`config.mk`:
```
export PLATFORM = sky130hd
export DESIGN_NAME = time_of_day_clock
export DESIGN_NICKNAME = d
export VERILOG_FILES = /design/src/rtl/time_of_day_clock.sv
export SDC_FILE = /design/constraint.sdc
export NUM_CORES = 1
export LEC_CHECK = 0
export BUFFER_PORTS_ARGS = -buffer_cell sky130_fd_sc_hd__buf_2
export CAP_MARGIN = 0
export CORE_MARGIN = 2
export CORE_UTILIZATION = 53
export DETAILED_ROUTE_END_ITERATION = 10
export PLACE_DENSITY = 0.77
export SYNTH_ARGS = -nofsm -noshare
export SYNTH_HDL_FRONTEND = slang
export SYNTH_SLANG_ARGS = --single-unit
```
`constraint.sdc`:
```
create_clock -name clock -period 5.8 [get_ports clock]
set_input_delay 0.87 -clock clock [delete_from_list [all_inputs] [get_ports clock]]
set_output_delay 0.87 -clock clock [all_outputs]
set_load 0.01 [all_outputs]
```
`src/rtl/time_of_day_clock.sv`:
```
// Wall-clock time source: prescaled seconds/minutes/hours counter with a validated
// supervisor time-set load and a registered day-window flag for the traffic controller.
module time_of_day_clock #(
  parameter int CLKS_PER_SEC  = 10,
  parameter int RESET_HOURS   = 0,
  parameter int RESET_MINUTES = 0
) (
  input  logic       clock,
  input  logic       clear,
  input  logic       run,
  input  logic       set_valid,
  input  logic [4:0] set_hours,
  input  logic [5:0] set_minutes,
  output logic       set_ack,
  output logic       set_err,
  output logic [4:0] hours,
  output logic [5:0] minutes,
  output logic [5:0] seconds,
  output logic       sec_tick,
  output logic       min_tick,
  output logic       day_tick,
  output logic       day_mode
);

  localparam int              PRE_W   = (CLKS_PER_SEC > 1) ? $clog2(CLKS_PER_SEC) : 1;
  localparam logic [PRE_W-1:0] PRE_MAX = PRE_W'(CLKS_PER_SEC - 1);
  localparam logic [PRE_W-1:0] PRE_ONE = PRE_W'(1);
  localparam logic [4:0]       RST_H   = 5'(RESET_HOURS);
  localparam logic [5:0]       RST_M   = 6'(RESET_MINUTES);

  // Controller day window: 05:00 through 09:00 inclusive.
  function automatic logic day_window(input logic [4:0] h, input logic [5:0] m);
    day_window = ((h >= 5'd5) && (h <= 5'd8)) || ((h == 5'd9) && (m == 6'd0));
  endfunction

  logic [PRE_W-1:0] r_pre;
  logic [4:0]       r_hours;
  logic [5:0]       r_minutes;
  logic [5:0]       r_seconds;
  logic             r_sec_tick;
  logic             r_min_tick;
  logic             r_day_tick;
  logic             r_set_ack;
  logic             r_set_err;
  logic             r_day_mode;

  logic             w_set_ok;
  logic             w_adv;
  logic             w_sec_wrap;
  logic             w_min_wrap;
  logic             w_day_wrap;
  logic [PRE_W-1:0] w_pre_nxt;
  logic [4:0]       w_hr_nxt;
  logic [5:0]       w_min_nxt;
  logic [5:0]       w_sec_nxt;

  // Next-state: a valid set overrides and discards any coincident second advance.
  always_comb begin
    w_set_ok   = set_valid && (set_hours <= 5'd23) && (set_minutes <= 6'd59);
    w_sec_wrap = (r_seconds == 6'd59);
    w_min_wrap = w_sec_wrap && (r_minutes == 6'd59);
    w_day_wrap = w_min_wrap && (r_hours == 5'd23);
    w_adv      = 1'b0;
    w_pre_nxt  = r_pre;
    w_hr_nxt   = r_hours;
    w_min_nxt  = r_minutes;
    w_sec_nxt  = r_seconds;
    if (w_set_ok) begin
      w_pre_nxt = '0;
      w_hr_nxt  = set_hours;
      w_min_nxt = set_minutes;
      w_sec_nxt = 6'd0;
    end else if (run) begin
      if (r_pre == PRE_MAX) begin
        w_pre_nxt = '0;
        w_adv     = 1'b1;
        w_sec_nxt = w_sec_wrap ? 6'd0 : (r_seconds + 6'd1);
        w_min_nxt = w_sec_wrap ? ((r_minutes == 6'd59) ? 6'd0 : (r_minutes + 6'd1)) : r_minutes;
        w_hr_nxt  = w_min_wrap ? ((r_hours == 5'd23) ? 5'd0 : (r_hours + 5'd1)) : r_hours;
      end else begin
        w_pre_nxt = r_pre + PRE_ONE;
      end
    end else begin
      w_pre_nxt = r_pre;
    end
  end

  // State and pulse registers; day_mode tracks next-state time so it never lags.
  always_ff @(posedge clock or negedge clear) begin
    if (!clear) begin
      r_pre      <= '0;
      r_hours    <= RST_H;
      r_minutes  <= RST_M;
      r_seconds  <= 6'd0;
      r_sec_tick <= 1'b0;
      r_min_tick <= 1'b0;
      r_day_tick <= 1'b0;
      r_set_ack  <= 1'b0;
      r_set_err  <= 1'b0;
      r_day_mode <= day_window(RST_H, RST_M);
    end else begin
      r_pre      <= w_pre_nxt;
      r_hours    <= w_hr_nxt;
      r_minutes  <= w_min_nxt;
      r_seconds  <= w_sec_nxt;
      r_sec_tick <= w_adv;
      r_min_tick <= w_adv && w_sec_wrap;
      r_day_tick <= w_adv && w_day_wrap;
      r_set_ack  <= w_set_ok;
      r_set_err  <= set_valid && !w_set_ok;
      r_day_mode <= day_window(w_hr_nxt, w_min_nxt);
    end
  end

  assign hours    = r_hours;
  assign minutes  = r_minutes;
  assign seconds  = r_seconds;
  assign sec_tick = r_sec_tick;
  assign min_tick = r_min_tick;
  assign day_tick = r_day_tick;
  assign set_ack  = r_set_ack;
  assign set_err  = r_set_err;
  assign day_mode = r_day_mode;

endmodule

```
==> metrics, run 1 <==
setup TNS=0 ns; die area=3290 um2; startpoint types=input pin; Die Y=57.3 um; global-route usage over all layers=0.234; post-synthesis compound-gate area fraction=0.154; R2R cell count=8; post-synth cell types=42; total core area=2730 um2; part of the Yosys area used for sequential elements=0.449; DRT Wirelength=3520 um; CP max-delay cell=or4_1; initial antenna violation count=0; commonest non-fill, non-tap cell in the layout=buf_2; Synth area leaders=dfrtp_1 (45%), nor2_1 (4.5%), a21oi_1 (4.3%); CTS Buf Count=3; total gr overflow=0; worst min path class=in2async; drt pass-1 iters=5; min Tclk post-route=3.08 ns; syn nets=186; drt initial violations=57; status=complete, no violations; GP Congestion=0.840; Post-CTS Resized=0; clk_lat worst skew=0.32 ns; cell area after synthesis=1510 um2; CP arrival=3.36 ns; Post-Synth Simple-Gate Area=0.282; CTS Sinks=27; Power per Cell Area=224 nW/um2; floorplan row count=19; htree depth=1; area leader, netlist=dfrtp_1; synthesized area per cell=9.07 um2; clk slew on worst S/H paths=0.14 ns; Port Buffer Count=37; NumNets Final=223; mux contribution to synthesized area=0.0274; Filler cells=231; count of hold-fix buffers inserted at cts=0; family with the most delay on the worst path=simple AND/OR/NAND/NOR gates; critical path's largest stage delay=0.81 ns; Area Growth Syn to Fin=15.0%; routed via count=1427; Leak Pwr=0.832 nW; Synth Area in Adders=0.0415; Fin Clk Skew=0.00192 ns; clock buffer depth=2; Syn Inst Count=166; Initial Utilization=0.551; RSZ-0062 raised after global routing=false; Worst setup EP type=register; maximum vdd drop=0.191 mV; critical path data required time=6.08 ns; Die X=57.3 um; most frequent cells in the layout=buf_2 (37), dfrtp_1 (27), nor2_1 (18); vias in the first global route=1351; Stages on worst setup path=7; Max-slew headroom=0.554; HPWL Detailed=2610 um; Tcrit/Tclk final=0.531; first-pass GRT wire length=5930 um; Synth Register Bits=27; fin. max-slew vios=0; DRT antenna net count=0; Pwr Total=0.388 mW; post-DR vias/cell=6.12; Synth Area in XOR/XNOR=0.0116; layout cells sized above 1=0.228; EDFF count, synth=0; routed len/inst=15.1 um; Post-synth ARST share=1.00; CTS Root Cell=clkbuf_4; Fin. Hold Viols=0; top_reg_cell synth=dfrtp_1; post-CTS setup buffer count=0; critical-path cell list=buf_2, nand4b_1, or4_1, or3_1, a311o_1, nor3_2, o32a_1; WP buf/inv=1; CP Max Fanout=12; total I/O pin count=38; main combinational cell family by area after synthesis=simple AND/OR/NAND/NOR gates; critical path class=in2reg; Syn. warnings=0; Final Setup Violations=0; antenna cells=0; post-synth top area share=0.449; Worst Tran Pin Value=0.664 ns; CTS tree=done; DR DRC count=0; max cap viols=0; Max Freq=0.325 GHz; largest net degree at the start of global routing=28
area by class of cell:
class,count,area [um2],area share
flip-flops and latches,27,676,0.390
clock inverters,1,5.00,0.00289
clock buffers,3,22.5,0.0130
inverters,7,26.3,0.0152
repair buffers,37,185,0.107
multi-input cells,127,779,0.450
well taps,31,38.8,0.0224
worst paths after layout:
path / startpoint / slack, ns / end
setup reg to reg: r_pre[1]$_DFFE_PN0P_ / 2.73 / day_mode$_DFF_PN0_
max in group asynchronous: clear / 4.89 / minutes[5]$_DFF_PN0_
min in group clock: hours[3]$_DFF_PN0_ / 0.54 / day_tick$_DFF_PN0_
hold / removal: clear / 0.52 / seconds[2]$_DFFE_PN0P_
setup / recovery: run / 2.72 / day_mode$_DFF_PN0_
hold reg to reg: hours[3]$_DFF_PN0_ / 0.54 / day_tick$_DFF_PN0_
synth_stat cells (all sizes together), types with 3 or more instances:
cell	n
dfrtp	27
nor2	18
nand2	17
a21oi	13
nand3	10
o21ai	9
inv	6
nor3	6
ha	5
nor4	5
a31oi	4
or3	4
a21boi	3
and2	3
buf	3
mux2i	3
nand3b	3
o31ai	3
registers in the layout (all words and copies together) (netlist names):
name      flops
minutes       6
day_tick      1
r_pre         4
min_tick      1
hours         5
set_err       1
day_mode      1
seconds       6
sec_tick      1
set_ack       1
report_power, final:
part	internal, mW	total [mW]	switching, mW
Clock	0.0259	0.0806	0.0547
Combinational	0.0357	0.0855	0.0498
Sequential	0.203	0.222	0.0186
layer usage:
layer	track usage	vias to the layer above	share of wire
met5	0	-	0
met4	0.0930	0	0.019
met3	0.0363	11	0.063
met2	0.404	62	0.49
met1	0.294	678	0.43
li1	-	676	-
cells by family (layout without fill, tap and decap cells):
family,Yosys count,in the layout
buffers and inverters,12,48
and+or+nand+nor,78,78
adders and majority gates,5,5
DFF,27,27
muxes,4,4
AOI/OAI and AO/OA,38,38
xor gates and xnor gates,2,2
metrics by stage:
| step | hold slack, ns | area, um2 | util | setup slack, ns | std cells |
|---|---|---|---|---|---|
| after floorplan | 0.536 | 1510 | - | 2.99 | 166 |
| after global placement | 0.530 | 1710 | 0.624 | 2.43 | 229 |
| after detailed placement | 0.533 | 1710 | 0.624 | 2.43 | 229 |
| after CTS | 0.543 | 1730 | 0.634 | 2.77 | 233 |
| after global routing | 0.563 | 1730 | 0.634 | 2.56 | 233 |
| final | 0.523 | 1730 | 0.634 | 2.72 | 233 |
Power figures use the tool's default switching activity.
==> run 2: changes to the inputs <==
Settings changed: CORE_UTILIZATION 53 to 47, PLACE_DENSITY 0.77 to 0.72.
Clock period 5.8 ns to 2.8 ns, I/O delays scaled along.
==> run 2 against run 1 <==
Against the previous run: power grew 110%; die area grew 12%; via count grew 1.1%; cell count grew 9.0%; critical path depth grew 3; count of clock-buffer cells in the layout grew 1; design area grew 4.9%; sequential share of layout area shrank 1.8 points; largest power group unchanged.
==> metrics, run 2 (same netlist as run 1, synthesis figures left out) <==
Die Y=60.6 um (+5.8%); drt initial violations=56 (-1.8%); Multi-input gate area=790 um2 (+1.3%); first-pass GRT wire length=5720 um (-3.6%); clock buffer depth=2 (unchanged); Gate power share=0.235 (+0.015); fin. max-slew vios=0 (unchanged); P_sw=0.252 mW (+100%); post-DR vias/cell=5.68 (-7.2%); final worst setup slack=0.151 ns (-2.57 ns); Setup crit start=r_pre[1]$_DFFE_PN0P_; antenna cells=0 (unchanged); most frequent cells in the layout=buf_2 (37), dfrtp_1 (27), nor2_1 (18); status=complete, no violations; DRT Wirelength=3560 um (+0.99%); CP Max Fanout=7 (-5); commonest non-fill, non-tap cell in the layout=buf_2; largest net degree at the start of global routing=28 (unchanged); sequential power share=0.568 (-0.004); critical path data required time=3.06 ns (-3.02 ns); clk_lat worst skew=0.31 ns (about the same); Fin Clk Skew=0.00528 ns (+0.00336 ns); Max-slew headroom=0.605 (+0.0516); CTS Sinks=27 (unchanged); max cap viols=0 (unchanged); Power per Cell Area=445 nW/um2 (+99%); setup TNS=0 ns (unchanged); clk slew on worst S/H paths=0.13 ns (about the same); Leak Pwr=0.870 nW (+4.6%); DRT antenna net count=0 (unchanged); count of hold-fix buffers inserted at cts=0 (unchanged); layout cells sized above 1=0.262 (+0.0342); switching share of total power=0.311 (-0.00673); Port Buffer Count=37 (unchanged); RSZ-0062 raised after global routing=false; clock power share=0.197 (-0.011); Final Setup Violations=0 (unchanged); DR DRC count=0 (unchanged); CP arrival=2.91 ns (-0.45 ns); min Tclk post-route=2.65 ns; floorplan row count=20 (+1); CTS Root Cell=clkbuf_4; htree depth=1 (unchanged); Max Freq=0.378 GHz; NumNets Final=231 (+3.6%); internal power=0.558 mW (+110%); total gr overflow=0 (unchanged); drt pass-1 iters=5 (unchanged); CTS Buf Count=3 (unchanged); Cell Area, Placed=1770 um2 (+3.6%); routed len/inst=14.0 um (-7.4%); final instance area=1820 um2 (+4.9%); startpoint types=register; CTS tree=done; Fin. Hold Viols=0 (unchanged); Die X=60.6 um (+5.8%); Register Area=676 um2 (unchanged); critical path class=reg2reg; Initial Utilization=0.493 (-0.0576); Worst setup EP type=register; total core area=3050 um2 (+12%); vias in the first global route=1350 (-0.074%); worst min path class=in2async; HPWL Detailed=2760 um (+5.5%); GP Congestion=0.823 (-2.0%); Filler cells=290 (+26%); Tcrit/Tclk final=0.946; Worst Tran Pin Value=0.592 ns (-0.0723 ns); Area Growth Syn to Fin=20.7%; Place WS=0.124 ns (-2.30 ns); initial antenna violation count=0 (unchanged); maximum vdd drop=0.254 mV (+33%); total I/O pin count=38 (unchanged); global-route usage over all layers=0.204 (-0.0297); FF-to-FF Start=r_pre[1]$_DFFE_PN0P_; die area=3670 um2 (+12%); routed via count=1443 (+1.1%)
run 2: cell types whose count changed in the layout (fill, tap and decap cells not counted), sizes merged:
cell	before	now
buf	37	45
clkbuf	3	4
clkinv	2	1
run 2: final cells by class:
cell class	instances	share of cell area
timing repair buffer	45	0.135
sequential	27	0.372
inverter	7	0.0145
clock buffer	4	0.0145
tap	44	0.0303
multi-input combinational	127	0.434
run 2: worst paths after layout:
| check | end | slack [ns] | cells after the start |
|---|---|---|---|
| max in group asynchronous | r_pre[2]$_DFFE_PN0P_ | 2.32 | 1 |
| setup reg to reg | day_mode$_DFF_PN0_ | 0.15 | 10 |
| setup / recovery | day_mode$_DFF_PN0_ | 0.15 | 10 |
| min in group clock | minutes[0]$_DFF_PN0_ | 0.32 | 3 |
| hold / removal | seconds[3]$_DFFE_PN0P_ | 0.09 | 1 |
| hold reg to reg | seconds[1]$_DFFE_PN0P_ | 0.58 | 2 |
run 2: stage by stage:
step                      hold WS, ns  power [mW]  cells   util
after floorplan                 0.124       0.571    166      -
after global placement          0.459       0.641    248  0.579
after global routing            0.120       0.862    254  0.595
after CTS                       0.102       0.815    252  0.587
after detailed placement        0.461       0.651    248  0.579
final                          0.0913       0.809    254  0.595
run 2: critical path, stage by stage, from the launching register on:
cell and delay [ns]:
dfrtp_1 0.43, inv_1 0.07, ha_1 0.17, nand4b_1 0.24, or4_4 0.59, buf_4 0.18
o21ai_0 0.16, a21boi_1 0.13, a311o_1 0.32, nor3_2 0.16, o32a_1 0.16
run 2: timing repair:
item                       4_1_cts  5_1_grt
gates resized for setup          0        2
setup buffers                    0        2
setup endpoints to repair        0        1
run 2: power by group through the flow:
stage	sequential, mW	clock, mW	combinational, mW
5_1_grt	0.465	0.185	0.212
3_3_place_gp	0.465	0	0.176
4_1_cts	0.461	0.170	0.184
6_report	0.460	0.160	0.190
2_1_floorplan	0.471	0	0.100
3_5_place_dp	0.467	0	0.183
run 2: metal layers:
layer / track usage / up-vias / share of wire
met5: 0 / - / 0
met4: 0.0528 / 0 / 0.012
met3: 0.0362 / 6 / 0.058
met2: 0.376 / 49 / 0.52
met1: 0.245 / 695 / 0.41
li1: - / 693 / -
